<file path="src/rtl/proc_pkg.sv">
// Shared encodings for the bus-based processor: opcodes, ALU function codes
// and the control sequencer state encoding.
package proc_pkg;

  localparam logic [2:0] OP_MV  = 3'b000;
  localparam logic [2:0] OP_MVI = 3'b001;
  localparam logic [2:0] OP_ADD = 3'b010;
  localparam logic [2:0] OP_SUB = 3'b011;
  localparam logic [2:0] OP_OR  = 3'b100;
  localparam logic [2:0] OP_SLT = 3'b101;
  localparam logic [2:0] OP_SLL = 3'b110;
  localparam logic [2:0] OP_SRL = 3'b111;

  localparam logic [2:0] ALU_ADD = 3'b000;
  localparam logic [2:0] ALU_SUB = 3'b001;
  localparam logic [2:0] ALU_OR  = 3'b010;
  localparam logic [2:0] ALU_SLT = 3'b011;
  localparam logic [2:0] ALU_SLL = 3'b100;
  localparam logic [2:0] ALU_SRL = 3'b101;

  localparam logic [1:0] T0 = 2'd0;
  localparam logic [1:0] T1 = 2'd1;
  localparam logic [1:0] T2 = 2'd2;
  localparam logic [1:0] T3 = 2'd3;

  // Non-ALU opcodes map to ALU_ADD so the ALU input stays quiet.
  function automatic logic [2:0] alu_code(input logic [2:0] op);
    logic [2:0] code;
    case (op)
      OP_ADD:  code = ALU_ADD;
      OP_SUB:  code = ALU_SUB;
      OP_OR:   code = ALU_OR;
      OP_SLT:  code = ALU_SLT;
      OP_SLL:  code = ALU_SLL;
      OP_SRL:  code = ALU_SRL;
      default: code = 3'b000;
    endcase
    return code;
  endfunction

endpackage

</file>
<file path="src/rtl/dec3to8.sv">
// 3-bit to 8-bit one-hot decoder with enable; all zeros when disabled.
module dec3to8 (
  input  logic       en,
  input  logic [2:0] sel,
  output logic [7:0] onehot
);

  // One-hot decode of sel, gated by en
  always_comb begin
    onehot = 8'h00;
    if (en) begin
      onehot[sel] = 1'b1;
    end else begin
      onehot = 8'h00;
    end
  end

endmodule

</file>
<file path="src/rtl/proc_control.sv">
// Multicycle control sequencer: fetches an instruction word and steps through
// T0..T3, decoding register, bus and ALU controls from state and ir.
module proc_control
  import proc_pkg::*;
#(
  parameter int NREGS = 8
) (
  input  logic             clock,
  input  logic             reset,
  input  logic             run,
  input  logic [8:0]       ir,
  output logic             ir_in,
  output logic [NREGS-1:0] r_in,
  output logic [NREGS-1:0] r_out,
  output logic             a_in,
  output logic             g_in,
  output logic             g_out,
  output logic             din_out,
  output logic [2:0]       alu_op,
  output logic             done
);

  logic [1:0] state_r;
  logic [1:0] next_state_s;
  logic [2:0] op_s;
  logic [7:0] x_hot_s;
  logic [7:0] y_hot_s;

  assign op_s = ir[8:6];

  dec3to8 u_dec_x (
    .en     (1'b1),
    .sel    (ir[5:3]),
    .onehot (x_hot_s)
  );

  dec3to8 u_dec_y (
    .en     (1'b1),
    .sel    (ir[2:0]),
    .onehot (y_hot_s)
  );

  // Output decode and next-state selection; reset silences every control
  always_comb begin
    next_state_s = state_r;
    ir_in        = 1'b0;
    r_in         = '0;
    r_out        = '0;
    a_in         = 1'b0;
    g_in         = 1'b0;
    g_out        = 1'b0;
    din_out      = 1'b0;
    alu_op       = 3'b000;
    done         = 1'b0;
    if (reset) begin
      next_state_s = T0;
    end else begin
      case (state_r)
        T0: begin
          if (run) begin
            ir_in        = 1'b1;
            next_state_s = T1;
          end else begin
            next_state_s = T0;
          end
        end
        T1: begin
          case (op_s)
            OP_MV: begin
              r_out        = y_hot_s;
              r_in         = x_hot_s;
              done         = 1'b1;
              next_state_s = T0;
            end
            OP_MVI: begin
              din_out      = 1'b1;
              r_in         = x_hot_s;
              done         = 1'b1;
              next_state_s = T0;
            end
            default: begin
              r_out        = x_hot_s;
              a_in         = 1'b1;
              next_state_s = T2;
            end
          endcase
        end
        T2: begin
          r_out        = y_hot_s;
          g_in         = 1'b1;
          alu_op       = alu_code(op_s);
          next_state_s = T3;
        end
        T3: begin
          g_out        = 1'b1;
          r_in         = x_hot_s;
          done         = 1'b1;
          next_state_s = T0;
        end
        default: begin
          next_state_s = T0;
        end
      endcase
    end
  end

  // State register
  always_ff @(posedge clock) begin
    if (reset) begin
      state_r <= T0;
    end else begin
      state_r <= next_state_s;
    end
  end

endmodule

</file>
<file path="config.mk">
export PLATFORM = sky130hd
export DESIGN_NAME = proc_control
export DESIGN_NICKNAME = d
export VERILOG_FILES = /design/src/rtl/proc_pkg.sv /design/src/rtl/dec3to8.sv /design/src/rtl/proc_control.sv
export SDC_FILE = /design/constraint.sdc
export NUM_CORES = 1
export LEC_CHECK = 0
export BUFFER_PORTS_ARGS = -buffer_cell sky130_fd_sc_hd__buf_2
export CAP_MARGIN = 20
export CORE_AREA = 10 10 47 49
export DETAILED_ROUTE_END_ITERATION = 8
export DIE_AREA = 0 0 57 59
export MAX_ROUTING_LAYER = met4
export PLACE_DENSITY = 0.7
export REMOVE_ABC_BUFFERS = 1
export SLEW_MARGIN = 30
export SYNTH_ARGS = -nofsm -noshare
export SYNTH_HDL_FRONTEND = slang
export SYNTH_SLANG_ARGS = --single-unit
</file>
<file path="constraint.sdc">
create_clock -name clock -period 4.3 [get_ports clock]
set_input_delay 0.645 -clock clock [delete_from_list [all_inputs] [get_ports clock]]
set_output_delay 0.645 -clock clock [all_outputs]
set_load 0.02 [all_outputs]
</file>
; After elaboration in Yosys (flattened, before gate mapping)
; Cells that the tools add are included.
[word_totals]
wordCells = 51
regBits = 2
[op_classes]
n_lt_le_gt_ge = 4
n_reduce_logical = 5
mux = 32
eq_ne = 9
[op_table]
columns = cell, count
row1 = $pmux 8 s2, 3
row2 = $mux 8, 3
row3 = $mux 1, 18
row4 = $pmux 3 s5, 1
row5 = $eq 3x3->1 const B, 4
row6 = $lt 3x4->1 const B, 2
row7 = $pmux 2 s4, 1
row8 = $demux 1 s3, 2
row9 = $ge 3x1->1 const B, 2
row10 = $mux 3, 2
row11 = $eq 2x2->1 const B, 2
row12 = $eq 3x1->1 const B, 1
row13 = $eq 3x2->1 const B, 1
row14 = $logic_not 3->1, 1
row15 = $eq 2x1->1 const B, 1
row16 = $logic_and 1x1->1, 2
row17 = $logic_not 2->1, 1
row18 = $mux 2, 1
row19 = $pmux 1 s2, 1
row20 = $reduce_or 2->1, 1

; Longest topological paths before layout
[depth]
depth_word = 7
mapped_depth = 5

; Hierarchy
; Synthesis repeated with hierarchy kept, for this count alone.
[unflattened]
cells_unflattened = 65
area_unflattened_um2 = 585.6
[modules_own_cells]
columns = module, area_per_inst_um2, seq_area_each_um2, n_inst, cells_each
row1 = proc_control, 394.1, 40.0, 1, 49
row2 = dec3to8 at u_dec_x, 96.3, 0.0, 1, 8
row3 = dec3to8 at u_dec_y, 95.1, 0.0, 1, 8

; Worst setup path before layout
; Ideal clock, no wire load.
[synth_path]
kind = input to output
startpoint = input reset
endpoint = output r_out[0]
setup_slack_ns = 2.092
arrival_ns = 1.563
path_stages = 3
path_cell_list = nor2b_2 -> nand3_4 -> o32ai_1
[synth_between]
elab_chain_len = 1
[synth_lines]
columns = element, line_no
row1 = "start, declared", proc_control.sv:9  ; input logic reset,
row2 = $mux 8, proc_control.sv:55  ; if (reset) begin
row3 = "end, declared", proc_control.sv:14  ; output logic [NREGS-1:0] r_out,
; Every way passes these cells.

; Worst setup path after layout
[layout_path]
startpoint = register state_r[0]
endpoint = output r_out[6]
[layout_between]
elab_chain_len = 3
word_cells_on_any_way = 4
[layout_lines]
columns = element, line_no
row1 = "start, declared", proc_control.sv:23  ; logic [1:0] state_r;
row2 = "start signal, assigned", proc_control.sv:112  ; state_r <= next_state_s;
row3 = $eq 2x2->1 or $eq 2x1->1 (tied branches), proc_control.sv:58  ; case (state_r)
row4 = $pmux 8 s2 (*), proc_control.sv:58
row5 = $mux 8 (*), proc_control.sv:55
; Every way passes the cells marked *; elsewhere a longest branch is shown, timed or not.

==> metrics.md <==
| Metric | Value |
|---|---|
| Crit end category | primary output |
| Placed Area | 631 um^2 |
| Largest net degree at the start of global routing | 10 |
| Slowest stage delay, CP | 370 ps |
| Area share of fa/ha/maj cells after synthesis | 11.4% |
| Final Util | 46.6% |
| Avg Synthesized Cell Area | 6.95 um^2 |
| Via count | 587 |
| Total core area | 0.00140 mm^2 |
| VDD IR-drop max | 131 uV |
| Post-Route WL | 1560 um |
| Synth area leader | o32ai_1 |
| DRC viols | 0 |
| CTS resizes | 0 |
| Post-layout net count | 119 |
| Antenna violations before repair | 0 |
| Synthesized area | 438 um^2 |
| Fillers | 165 |
| CTS tree | built |
| R2r startpoint | state_r[0] |
| Clk Latency, worst-skew pair | 220 ps |
| Root Driver | clkbuf_4 |
| WS Path Type | reg -> out |
| Worst path depth | 6 |
| Critical Path, Cell by Cell | inv_1, ha_1, nor2b_1, nand3b_1, o22ai_1, buf_2 |
| Status | complete, no violations |
| Diodes inserted | 0 |
| Synth area leaders | o32ai_1 12%, ha_1 11%, dfxtp_1 9.1%, nor3_1 9.1%, nand2_1 6.0% |
| Clock Sinks | 2 |
| Post-synthesis compound-gate area fraction | 22.9% |
| Syn Inst Count | 63 |
| RSZ-0062 raised after global routing | no |
| Startpoint types | register |
| Max-cap violation count | 0 |
| Crit-path slowest cell | dfxtp_1 |
| Power Density | 141 mW/mm^2 |
| Post-Synth XOR/XNOR Area | 0% |
| Largest family of logic cells by synthesized area | simple AND/OR/NAND/NOR gates |
| Buffers added on ports | 36 |
| Arr. time, crit path | 1830 ps |
| Critical path origin | state_r[0] |
| # rows | 14 |
| Placer congestion estimate | 0.811 |
| Max-slew violation count | 0 |
| Synth warn | 0 |
| Critical path required time | 3650 ps |
| Simple-gate share of the synthesized area | 49.7% |
| Leakage | 0.000337 uW |
| DIE AREA | 0.00336 mm^2 |
| Worst path bufs/invs | 2 |
| CTS Buffer Depth | 2 |
| Layout cells sized above 1 | 42.6% |
| TNS Setup | 0 ps |
| Final period util | 57.6% |
| Sequential area share after synthesis | 9.14% |
| IO Count | 37 |
| Cell depth of the worst hold path | 2 |
| Mux share of post-synthesis cell area | 0% |
| Synth cell types | 25 |
| Final min period | 2480 ps |
| First-pass GRT wire length | 2600 um |
| Initial drt markers | 17 |
| Via density | 5.02 |
| Synth-to-Final Area Change | 49.1% |
| Routed Antenna Nets | 0 |
| CP top delay family | simple AND/OR/NAND/NOR gates |
| Gr ovfl total | 0 |
| H-tree depth | 1 |
| Initial Utilization | 31.3% |
| HP Class | reg -> reg |
| Detail Placement HPWL | 1340 um |
| Clock transition at path regs | 30 ps |
| # hold bufs at CTS | 0 |
| Peak fanout along the critical path | 4 |
| Vias in the first global route | 620 |
| Post-CTS setup buffers | 0 |
| Worst slew margin | 75.4% |
| Die Ht | 59 um |
| DR WL/cell | 13.3 um |
| Die width | 57 um |
| Clock Skews | 0.376 ps |
| # setup viols final | 0 |
| Slew @ Worst Pin | 368 ps |
| Gr usage total | 9.35% |
| Fmax | 0.404 GHz |
| R2R cell count | 5 |
| Final Hold Fails | 0 |
| Synth Register Bits | 2 |
| Share of the synthesized area in the top cell type | 12.0% |
| TritonRoute pass-1 iters | 4 |
| Post-Layout Inst Area | 653 um^2 |
| Total CTS buffers | 3 |
metal layers:
layer	global-route usage, %	wire length [um]	vias up
met5	-	0	-
li1	-	-	310
met3	3.86	191	0
met1	10.6	656	252
met4	3.69	0	0
met2	14.3	710	25
power by group:
| part | internal (uW) | switching, uW | total (uW) |
|---|---|---|---|
| registers | 19.6 | 0.873 | 20.4 |
| clock network | 30.7 | 9.23 | 39.9 |
| logic | 11.8 | 19.6 | 31.5 |
| total | 62.1 | 29.7 | 91.8 |
tightest hold or removal path, cell delays in order, from the launching register on:
cell and delay [ps]:
dfxtp_1 320, nand2_1 60, a21oi_1 60
kinds of logic (layout without fill, tap and decap cells):
| family | Yosys count | in the layout |
|---|---|---|
| and+or+nand+nor | 37 | 37 |
| buffers and inverters | 7 | 45 |
| adders and majority gates | 4 | 4 |
| AOI/OAI and AO/OA | 13 | 13 |
| DFF | 2 | 2 |
layout make-up:
class                   instances  area (um^2)  area share [%]
multi-input cells              54          368            56.3
inverters                       6         22.5            3.45
clock buffers                   3         22.5            3.45
repair buffers                 36          180            27.6
well taps                      16         20.0            3.07
flip-flops and latches          2         40.0            6.13
worst paths after layout:
kind / to / slack (ps)
hold / removal: register / 500
setup / recovery: r_out[6] / 1820
setup reg to reg: state_r[0] / 3050
hold reg to reg: register / 500
cell usage in the layout (no fill, tap or decap), drive strengths merged, types with 3 or more instances in the layout:
| cell type | n |
|---|---|
| o22ai | 3 |
| nor2b | 4 |
| nand2 | 7 |
| nor2 | 4 |
| inv | 6 |
| nor3 | 8 |
| clkbuf | 3 |
| buf | 36 |
| o32ai | 6 |
| ha | 4 |
| nand3 | 3 |
cells in the mapped netlist:
library cell  instances
a21oi_1               1
and2_1                1
and3_1                2
buf_4                 1
dfxtp_1               2
ha_1                  4
inv_1                 6
nand2_1               7
nand2b_1              1
nand3_1               2
nand3_4               1
nand3b_1              2
nand4_1               1
nor2_1                4
nor2b_1               3
nor2b_2               1
nor3_1                8
nor3b_1               1
nor4b_2               1
o21ai_1               1
o21bai_1              1
o21bai_2              1
o22ai_1               3
o32ai_1               6
or2_1                 2
metrics by stage:
| stage | cells | setup WS [ps] | hold WS [ps] | total power (uW) |
|---|---|---|---|---|
| floorplan | 62 | 2090 | 459 | 38.1 |
| global placement | 114 | 2020 | 489 | 51.6 |
| detailed placement | 114 | 1990 | 503 | 52.2 |
| CTS | 117 | 1820 | 507 | 94.2 |
| global route | 117 | 1680 | 554 | 99.9 |
| finish | 117 | 1820 | 504 | 91.8 |
Power figures use the tool's default switching activity.
